$ cat config.mk
export PLATFORM = sky130hd
export DESIGN_NAME = alu_issue_sequencer
export DESIGN_NICKNAME = d
export VERILOG_FILES = /design/src/rtl/alu_issue_sequencer.sv
export SDC_FILE = /design/constraint.sdc
export NUM_CORES = 1
export LEC_CHECK = 0
export CORE_MARGIN = 2
export CORE_UTILIZATION = 47
export DETAILED_ROUTE_END_ITERATION = 8
export PLACE_DENSITY = 0.72
export SLEW_MARGIN = 20
export SYNTH_ARGS = -nofsm -noshare
export SYNTH_HDL_FRONTEND = slang
export SYNTH_SLANG_ARGS = --single-unit
$ cat constraint.sdc
create_clock -name clk -period 2.6 [get_ports clk]
set_clock_uncertainty 0.15 [all_clocks]
set_input_delay 0.52 -clock clk [delete_from_list [all_inputs] [get_ports clk]]
set_output_delay 0.52 -clock clk [all_outputs]
set_load 0.1 [all_outputs]
$ cat src/rtl/alu_issue_sequencer.sv
// Issue sequencer for an external combinational 8-bit ALU: accepts one instruction at a time,
// supplies its operands from a 4x8 register file, and retires the result into the file and PC.
module alu_issue_sequencer #(
   parameter int OFFSET_W = 7
) (
   input  logic        clk,
   input  logic        reset,
   input  logic        instr_valid,
   output logic        instr_ready,
   input  logic [15:0] instr,
   input  logic        load_en,
   input  logic [1:0]  load_addr,
   input  logic [7:0]  load_data,
   output logic [7:0]  alu_a,
   output logic [7:0]  alu_b,
   output logic [2:0]  alu_sel,
   input  logic [7:0]  alu_f,
   input  logic        alu_ovf,
   input  logic        alu_take_branch,
   output logic        retire_valid,
   output logic [7:0]  retire_data,
   output logic        retire_ovf,
   output logic        branch_taken,
   output logic [7:0]  pc,
   output logic        ovf_sticky
);

   localparam logic [1:0] S_IDLE   = 2'd0;
   localparam logic [1:0] S_EXEC   = 2'd1;
   localparam logic [1:0] S_RETIRE = 2'd2;

   logic [1:0]                 state;
   logic [7:0]                 rf [4];
   logic [1:0]                 rd_q;
   logic signed [OFFSET_W-1:0] off_q;
   logic                       branch_q;
   logic                       accept;
   logic                       is_branch;
   logic                       writeback;
   logic signed [7:0]          off_ext;

   assign instr_ready  = (state == S_IDLE) && !reset;
   assign accept       = instr_valid && instr_ready;
   assign retire_valid = (state == S_RETIRE);
   assign branch_taken = branch_q && retire_valid;
   // alu_sel holds the latched opcode for the whole instruction, so it doubles as the op register.
   assign is_branch    = (alu_sel[2:1] == 2'b11);
   assign writeback    = (state == S_EXEC) && !is_branch;
   assign off_ext      = 8'(off_q);

   always_ff @(posedge clk or posedge reset) begin
      if (reset) begin
         state <= S_IDLE;
      end else begin
         case (state)
            S_IDLE:  if (accept) state <= S_EXEC;
            S_EXEC:  state <= S_RETIRE;
            default: state <= S_IDLE;
         endcase
      end
   end

   // NOTE: non-blocking writes mean the accept-edge operand read sees the pre-load value, and
   // the later writeback assignment overrides a load to the same index on the same edge.
   always_ff @(posedge clk or posedge reset) begin
      if (reset) begin
         // NOTE: the register file is architecturally visible state, so it is reset like a flop bank.
         for (int i = 0; i < 4; i++) rf[i] <= 8'h00;
      end else begin
         if (load_en)   rf[load_addr] <= load_data;
         if (writeback) rf[rd_q]      <= alu_f;
      end
   end

   always_ff @(posedge clk or posedge reset) begin
      if (reset) begin
         alu_a       <= 8'h00;
         alu_b       <= 8'h00;
         alu_sel     <= 3'b000;
         rd_q        <= 2'b00;
         off_q       <= '0;
         retire_data <= 8'h00;
         retire_ovf  <= 1'b0;
         branch_q    <= 1'b0;
         pc          <= 8'h00;
         ovf_sticky  <= 1'b0;
      end else begin
         if (accept) begin
            alu_a   <= rf[instr[10:9]];
            alu_b   <= rf[instr[8:7]];
            alu_sel <= instr[15:13];
            rd_q    <= instr[12:11];
            off_q   <= instr[OFFSET_W-1:0];
         end
         if (state == S_EXEC) begin
            retire_data <= alu_f;
            retire_ovf  <= alu_ovf;
            branch_q    <= alu_take_branch && is_branch;
            ovf_sticky  <= ovf_sticky | alu_ovf;
            if (alu_take_branch && is_branch) pc <= pc + off_ext;
            else                              pc <= pc + 8'd1;
         end
      end
   end

endmodule

After elaboration in Yosys (flattened, before gate mapping)
Index checks and enable logic that the tools add are counted.
Widths: inputs -> output; s select.
Storage, ports and cells
  flip-flop bits (word level): 81
  bits of input ports: 40
Operators by class
  add/subtract/negate cells: 2
  $lt $le $gt $ge: 6
  eq/ne operators: 4
  multiplexer cells: 17
  bitwise operators: 5
  reduce and logical (&&, ||, !) cells: 10
Operators with widths (number)
  $bwmux 32: 2
  $mux 32: 2
  $mux 8: 7
  $bmux 8 s2: 2
  $demux 8 s2: 2
  $ge 3x3->1 const B: 4
  $not 2->3: 4
  $add 8x1->8 const B: 1
  $add 8x8->8: 1
  $logic_and 1x1->1: 7
  $lt 3x1->1 const B: 2
  $eq 2x2->1 const B: 2
  $pmux 2 s2: 1
  $eq 2x1->1 const B: 1
  $logic_not 1->1: 2
  $logic_not 2->1: 1
  $mux 2: 1
  $ne 2x2->1 const B: 1
  $or 1x1->1: 1

Longest topological paths before layout
Gate-level depths: netlist of run 1.
  word-level depth: 9
  depth in mapped cells: 10
  mapped depth without buffers: 10

Least setup slack after synthesis of run 1
No wires, ideal clock.
  path type: in2reg
  from: in reset
  to: reg alu_sel[1]
  arrival time: 3.539 ns
  slack: -1.215 ns
  stages on the path: 5
  path buffers: 2
  cell sequence: nor3_1 > and2_1 > buf_6 > buf_6 > mux2_2
On the way
  cells in the longest elaborated chain, start to end: 3
RTL lines
  from (decl): line 7  | input logic reset,
  $logic_not 1->1 (no source line)
  $logic_and 1x1->1: line 42  | assign instr_ready = (state == S_IDLE) && !reset;
  $logic_and 1x1->1: line 43  | assign accept = instr_valid && instr_ready;
  to (signal assigned): line 91  | alu_sel <= instr[15:13];
  to (decl): line 16  | output logic [2:0] alu_sel,
No other way between the ends.
A chain may end at the register's enable or synchronous reset.

Worst setup path in the final report of run 1
  from: reg alu_sel[1]
  to: reg pc[7]
On the way
  cells in the longest elaborated chain, start to end: 3
RTL lines
  $eq 2x2->1: line 47  | assign is_branch = (alu_sel[2:1] == 2'b11);
  $logic_and 1x1->1: line 100  | if (alu_take_branch && is_branch) pc <= pc + off_ext;
  $mux 8: line 100
  to (signal assigned): line 100
  to (signal assigned): line 101  | else pc <= pc + 8'd1;
  to (decl): line 24  | output logic [7:0] pc,
No other way between the ends.

==> results of run 1 <==
sequential cells by signal (all words and copies together), names as in the netlist:
| signal | cells |
|---|---|
| alu_a | 8 |
| rd_q | 2 |
| state | 2 |
| off_q | 7 |
| branch_q | 1 |
| rf | 32 |
| alu_sel | 3 |
| alu_b | 8 |
| pc | 8 |
| retire_data | 8 |
| retire_ovf | 1 |
| ovf_sticky | 1 |
placed cells by master (no fill, tap or decap), drive strengths merged, types with 9 or more instances in the layout:
master / instances
dfrtp: 81
mux2: 28
nand2: 52
o21ai: 14
nor2: 25
buf: 66
mux4: 16
clkdlybuf4s50: 38
a21oi: 28
clkbuf: 9
mux2i: 32
stage by stage:
step                hold WS, ns  power, mW
floorplan                 0.287       4.41
finish                    0.328       6.02
detailed placement        0.304       5.20
global placement          0.303       5.12
CTS                       0.333       6.01
global route              0.352       6.29
power by group:
group          switching (mW)  internal (mW)
clock network           0.481          0.347
registers               0.314           1.69
logic                    2.25          0.942
worst paths after layout:
kind,from,to,cells after the start
max in group asynchronous,reset,rf[16]$_DFF_PP0_,3
worst max-delay path,alu_sel[1]$_DFFE_PP0P_,pc[7]$_DFFE_PP0N_,10
min in group asynchronous,reset,pc[1]$_DFFE_PP0N_,2
worst max register to register,alu_sel[1]$_DFFE_PP0P_,pc[7]$_DFFE_PP0N_,10
worst min-delay path,branch_q$_DFFE_PP0N_,branch_q$_DFFE_PP0N_,2
worst min register to register,branch_q$_DFFE_PP0N_,branch_q$_DFFE_PP0N_,2
cells in the mapped netlist (2+ instances only):
| library cell | number | share of area |
|---|---|---|
| dfrtp_1 | 81 | 0.49 |
| nand2_1 | 52 | 0.047 |
| mux2i_1 | 32 | 0.078 |
| a21oi_1 | 28 | 0.034 |
| mux2_2 | 28 | 0.077 |
| nor2_1 | 25 | 0.023 |
| mux4_2 | 16 | 0.088 |
| o21ai_0 | 14 | 0.017 |
| clkbuf_1 | 9 | 0.0082 |
| ha_1 | 7 | 0.021 |
| and2_1 | 6 | 0.0091 |
| inv_1 | 6 | 0.0055 |
| buf_2 | 3 | 0.0037 |
| buf_4 | 3 | 0.0055 |
| nand2b_1 | 3 | 0.0046 |
| nand4_1 | 3 | 0.0046 |
| nor3_1 | 3 | 0.0037 |
| o21a_1 | 3 | 0.0055 |
| o21bai_1 | 3 | 0.0055 |
| a211oi_1 | 2 | 0.0037 |
| a21o_1 | 2 | 0.0037 |
| buf_6 | 2 | 0.0055 |
| nand3_1 | 2 | 0.0024 |
| nand3b_1 | 2 | 0.0037 |
| nand4b_2 | 2 | 0.0073 |
| nor2b_1 | 2 | 0.0030 |
| o31ai_1 | 2 | 0.0037 |
area by class of cell:
class / instances / area [um^2]
clock buffer: 9 / 124
clock inverter: 7 / 46.3
fill: 701 / 3290
inverter: 7 / 32.5
multi-input combinational: 250 / 1990
sequential: 81 / 2030
tap: 108 / 135
timing repair buffer: 105 / 938
metal layers:
| metal | routed length (um) | up-vias | global-route usage |
|---|---|---|---|
| li1 | - | 1477 | - |
| met1 | 4430 | 1550 | 0.306 |
| met2 | 4970 | 99 | 0.345 |
| met3 | 538 | 12 | 0.0403 |
| met4 | 138 | 0 | 0.0641 |
| met5 | 0 | - | 0 |
timing repair:
item	in CTS	in global routing
resized for setup	0	5
buffers inserted	0	1
endpoints found under the setup margin	0	2
logic make-up after synthesis:
kind of cell / Yosys count / share of synthesized area
compound gates: 58 / 0.0809
xor+xnor: 2 / 0.00426
fa+ha+maj: 8 / 0.0262
buf+inv: 25 / 0.0310
flops: 81 / 0.493
mux: 76 / 0.242
simple gates: 106 / 0.122
critical path, stage by stage (launching register included):
cell      delay, ns
dfrtp_4        0.51
and3_4         0.22
buf_4          0.13
nand2_1        0.10
inv_1          0.05
ha_1           0.31
a21oi_2        0.19
o31ai_1        0.11
or4_1          0.41
nand4_1        0.11
o311ai_1       0.10
==> results.cfg, run 1 <==
[cells_and_area]
final_util = 0.617
antenna_cells = 0
fin_nets = 502
drive_gt1_frac = 0.309
final_area_um2 = 5300
fin_cells = 567
syn_to_final_growth_pct = 28.9

[flow_run]
drv_cap = 0

[timing]
max_freq_ghz = 0.397
totalNegativeSetupSlack_ns = 0
final.setup.worst_slack_ns = 0.0825
setup_viol = 0
post-route-min-period_ns = 2.52
post-route-period-util = 0.968
worst_pin_slew_ns = 0.606
slew_headroom = 0.595
slew_viol_final = 0
hold_violations = 0

[drt]
wl_per_cell_um = 17.8
drt-total-wl_mm = 10.1
drc = 0
viasPerCell = 5.53
vias = 3138
drt_first_pass_iters = 4
final_antenna_net_count = 0
drt_iter0_markers = 142

[placement]
dpl_worst_slack_ns = -0.309
io_buffers = 79
placed_area_um2 = 5110
gp_congestion = 0.847
hpwl_mm = 7.14
place_inst = 550

[die]
die_h_um = 97.5
fp.dieW_um = 97.5
num_rows = 34
coreArea_um2 = 8590
dieArea_um2 = 9510
start_util = 0.478
ios = 80

[global_routing]
antenna_found_initial = 0
grt_pass1_vias = 3075
grt.overflow.total = 0
grt_util_all_layers = 0.217
grt_pass1_wl_mm = 16.1
grt_max_degree = 36

[synth]
seq_area_frac_synth = 0.493
netlist_area_um2 = 4110
ys_seq_elements = 81
syn_nets = 404
synth.distinct_cells = 42
synth_edf_count = 0
synthArstFlopShare = 1.00
synth_flop_cell = dfrtp_1
syn_avg_cell_area_um2 = 11.5
synth_warnings = 0
syn_inst = 356

[worst_setup_path]
cp-start-kind = flop
worst_ep_arrival_time_ns = 2.60
critPathKind = reg2reg
regToRegSetupSlack_ns = 0.08
cp.required_ns = 2.68
critPathMaxFanout = 7
end_kind = flop

[outcome]
status = finished, final reports clean

[min_path]
min_path_type = reg2reg

[power_and_ir_drop]
ir_drop_mv = 0.703
powerDensity_nw_per_um2 = 1140
p_leak_nw = 2.44

[cts]
cts_buffers = 9
path_clk_slew_ns = 0.08
cts_tree = built
root_buffer = clkbuf_8
insertion_delay_ns = 0.36
clockBufferDepth = 2
cts_hold_buffers = 0
h-tree-depth = 3
cts_sinks = 81
Power figures use the tool's default switching activity.
==> run 2, diff against run 1 <==
CORE_MARGIN = unset   (was 2)
==> results.cfg, run 2 (synthesis results as in run 1) <==
[global_routing]
use_met1 = 0.310
met2_usage = 0.381
grt_pass1_vias = 2996
grt.overflow.total = 0
antenna_found_initial = 0
grt_max_degree = 58
grt_pass1_wl_mm = 15.4
grt_util_all_layers = 0.229
grt-busiest-layer = met2
met3_usage = 0.0263

[placement]
dpl_worst_slack_ns = -0.261
io_buffers = 79
place_inst = 549
hpwl_mm = 6.81
gp_congestion = 0.879

[worst_setup_path]
end_kind = flop
cp_cell_sequence = clkdlybuf4s50_1 > and3_4 > nand2b_1 > ha_1 > inv_1 > fa_2 > nor2b_1 > o31a_1 > o21a_1 > o21a_1 > o31ai_1
crit_path_max_incr_delay_ns = 0.47
critical-path-top-delay-family = compound AO/OA/AOI/OAI gates
cp-start-kind = input pin
crit_top_cell = o21a_1
regToRegSetupSlack_ns = 0.19
cp_num_buf_inv = 2
cp.required_ns = 2.72
critPathMaxFanout = 7
critPathKind = in2reg
critPathSlowestCell = clkdlybuf4s50_1
worst_ep_arrival_time_ns = 2.62

[cells_and_area]
seq_area_um2 = 2030
largest_reg_flops = 32
fin_cells = 565
syn_to_final_growth_pct = 30.7
final_cell_mix = dfrtp_1 (79), buf_4 (64), nand2_1 (52)
fin_nets = 503
layout_commonest_cell = dfrtp_1
top_register = rf
drive_gt1_frac = 0.302
antenna_cells = 0
multi_input_area_um2 = 1980
nFillCells = 660

[cts]
insertion_delay_ns = 0.36
root_buffer = clkbuf_8
path_clk_slew_ns = 0.09
post-cts-setup-buffers = 0
h-tree-depth = 3
cts_sinks = 81
cts_buffers = 9
clockBufferDepth = 2
cts_tree = built
cts_hold_buffers = 0

[drt]
drt_iter0_markers = 139
viasPerCell = 5.45
drt_first_pass_iters = 4
wl_per_cell_um = 17.0
vias = 3077
drc = 0
final_antenna_net_count = 0
drt-total-wl_mm = 9.61

[power_and_ir_drop]
powerDensity_nw_per_um2 = 1180
ir_drop_mv = 0.644
total_power_mw = 6.35
p_leak_nw = 2.47

[die]
fp.dieW_um = 95.5
die_h_um = 95.5
num_rows = 33
ios = 80
dieArea_um2 = 9130
coreArea_um2 = 8340
start_util = 0.493

[timing]
final.setup.worst_slack_ns = 0.103
rsz0062_at_grt = yes
slew_viol_final = 0
post-route-min-period_ns = 2.50
hold_violations = 0
post-route-period-util = 0.960
setup_viol = 0
slew_headroom = 0.599
max_freq_ghz = 0.401
worst_pin_slew_ns = 0.600
whs_ns = 0.337

[outcome]
status = finished, final reports clean

[flow_run]
drv_cap = 0

[min_path]
min_path_type = reg2reg
## run 2: cell types whose count changed in the layout (fill, tap and decap cells not counted), moves of 2 or more
| cell | change |
|---|---|
| bufinv_16 | +4 |
| clkinv_2 | -4 |
| buf_4 | +2 |
| clkbuf_1 | +2 |
## run 2: path summary, 6_finish.rpt
| path | endpoint | startpoint | cells after the start |
|---|---|---|---|
| max reg2reg | pc[7]$_DFFE_PP0N_ | alu_sel[1]$_DFFE_PP0P_ | 8 |
| min reg2reg | ovf_sticky$_DFFE_PP0N_ | ovf_sticky$_DFFE_PP0N_ | 1 |
| max | pc[6]$_DFFE_PP0N_ | alu_take_branch | 11 |
| max in group asynchronous | alu_b[2]$_DFFE_PP0P_ | reset | 3 |
| min | ovf_sticky$_DFFE_PP0N_ | ovf_sticky$_DFFE_PP0N_ | 1 |
| min in group asynchronous | pc[0]$_DFFE_PP0N_ | reset | 2 |
## run 2: what timing repair did
item,4_1_cts,5_1_grt
gates resized for setup,0,2
setup endpoints to repair,0,2
hold endpoints to repair,0,0
## run 2: metrics by stage
| step | cell area, um^2 | utilization | TNS (ns) |
|---|---|---|---|
| finish | 5370 | 0.644 | 0 |
| floorplan | 4140 | - | 0 |
| global route | 5370 | 0.644 | -0.00546 |
| global placement | 5110 | 0.612 | -0.566 |
| detailed placement | 5110 | 0.612 | -0.722 |
| CTS | 5370 | 0.643 | 0 |
## run 2: power breakdown
part           switching, mW  total, mW  internal [mW]
Sequential             0.303       1.99           1.69
Combinational           2.23       3.16          0.929
Clock                  0.465       1.20          0.738
Total                   3.00       6.35           3.35
## run 2: worst register-to-register path, stage by stage (launching register included)
cell and delay, ns:
dfrtp_4 0.51, and3_4 0.22, and2_1 0.17, ha_1 0.32
a41oi_1 0.22, o31ai_1 0.11, or4_1 0.40, nand4_1 0.10
o311ai_1 0.09
## run 2: cell type report
type | instances | area share
Sequential cell | 81 | 0.379
Multi-Input combinational cell | 250 | 0.369
Timing Repair Buffer | 106 | 0.173
Clock buffer | 11 | 0.0245
Tap cell | 105 | 0.0245
Clock inverter | 5 | 0.0240
Inverter | 7 | 0.00605
## run 2: per-layer routing
metal	vias up	wire (um)	part of all wire
met4	0	155	0.016
met5	-	0	0
met3	13	426	0.044
met2	77	4770	0.50
met1	1519	4260	0.44
li1	1468	-	-
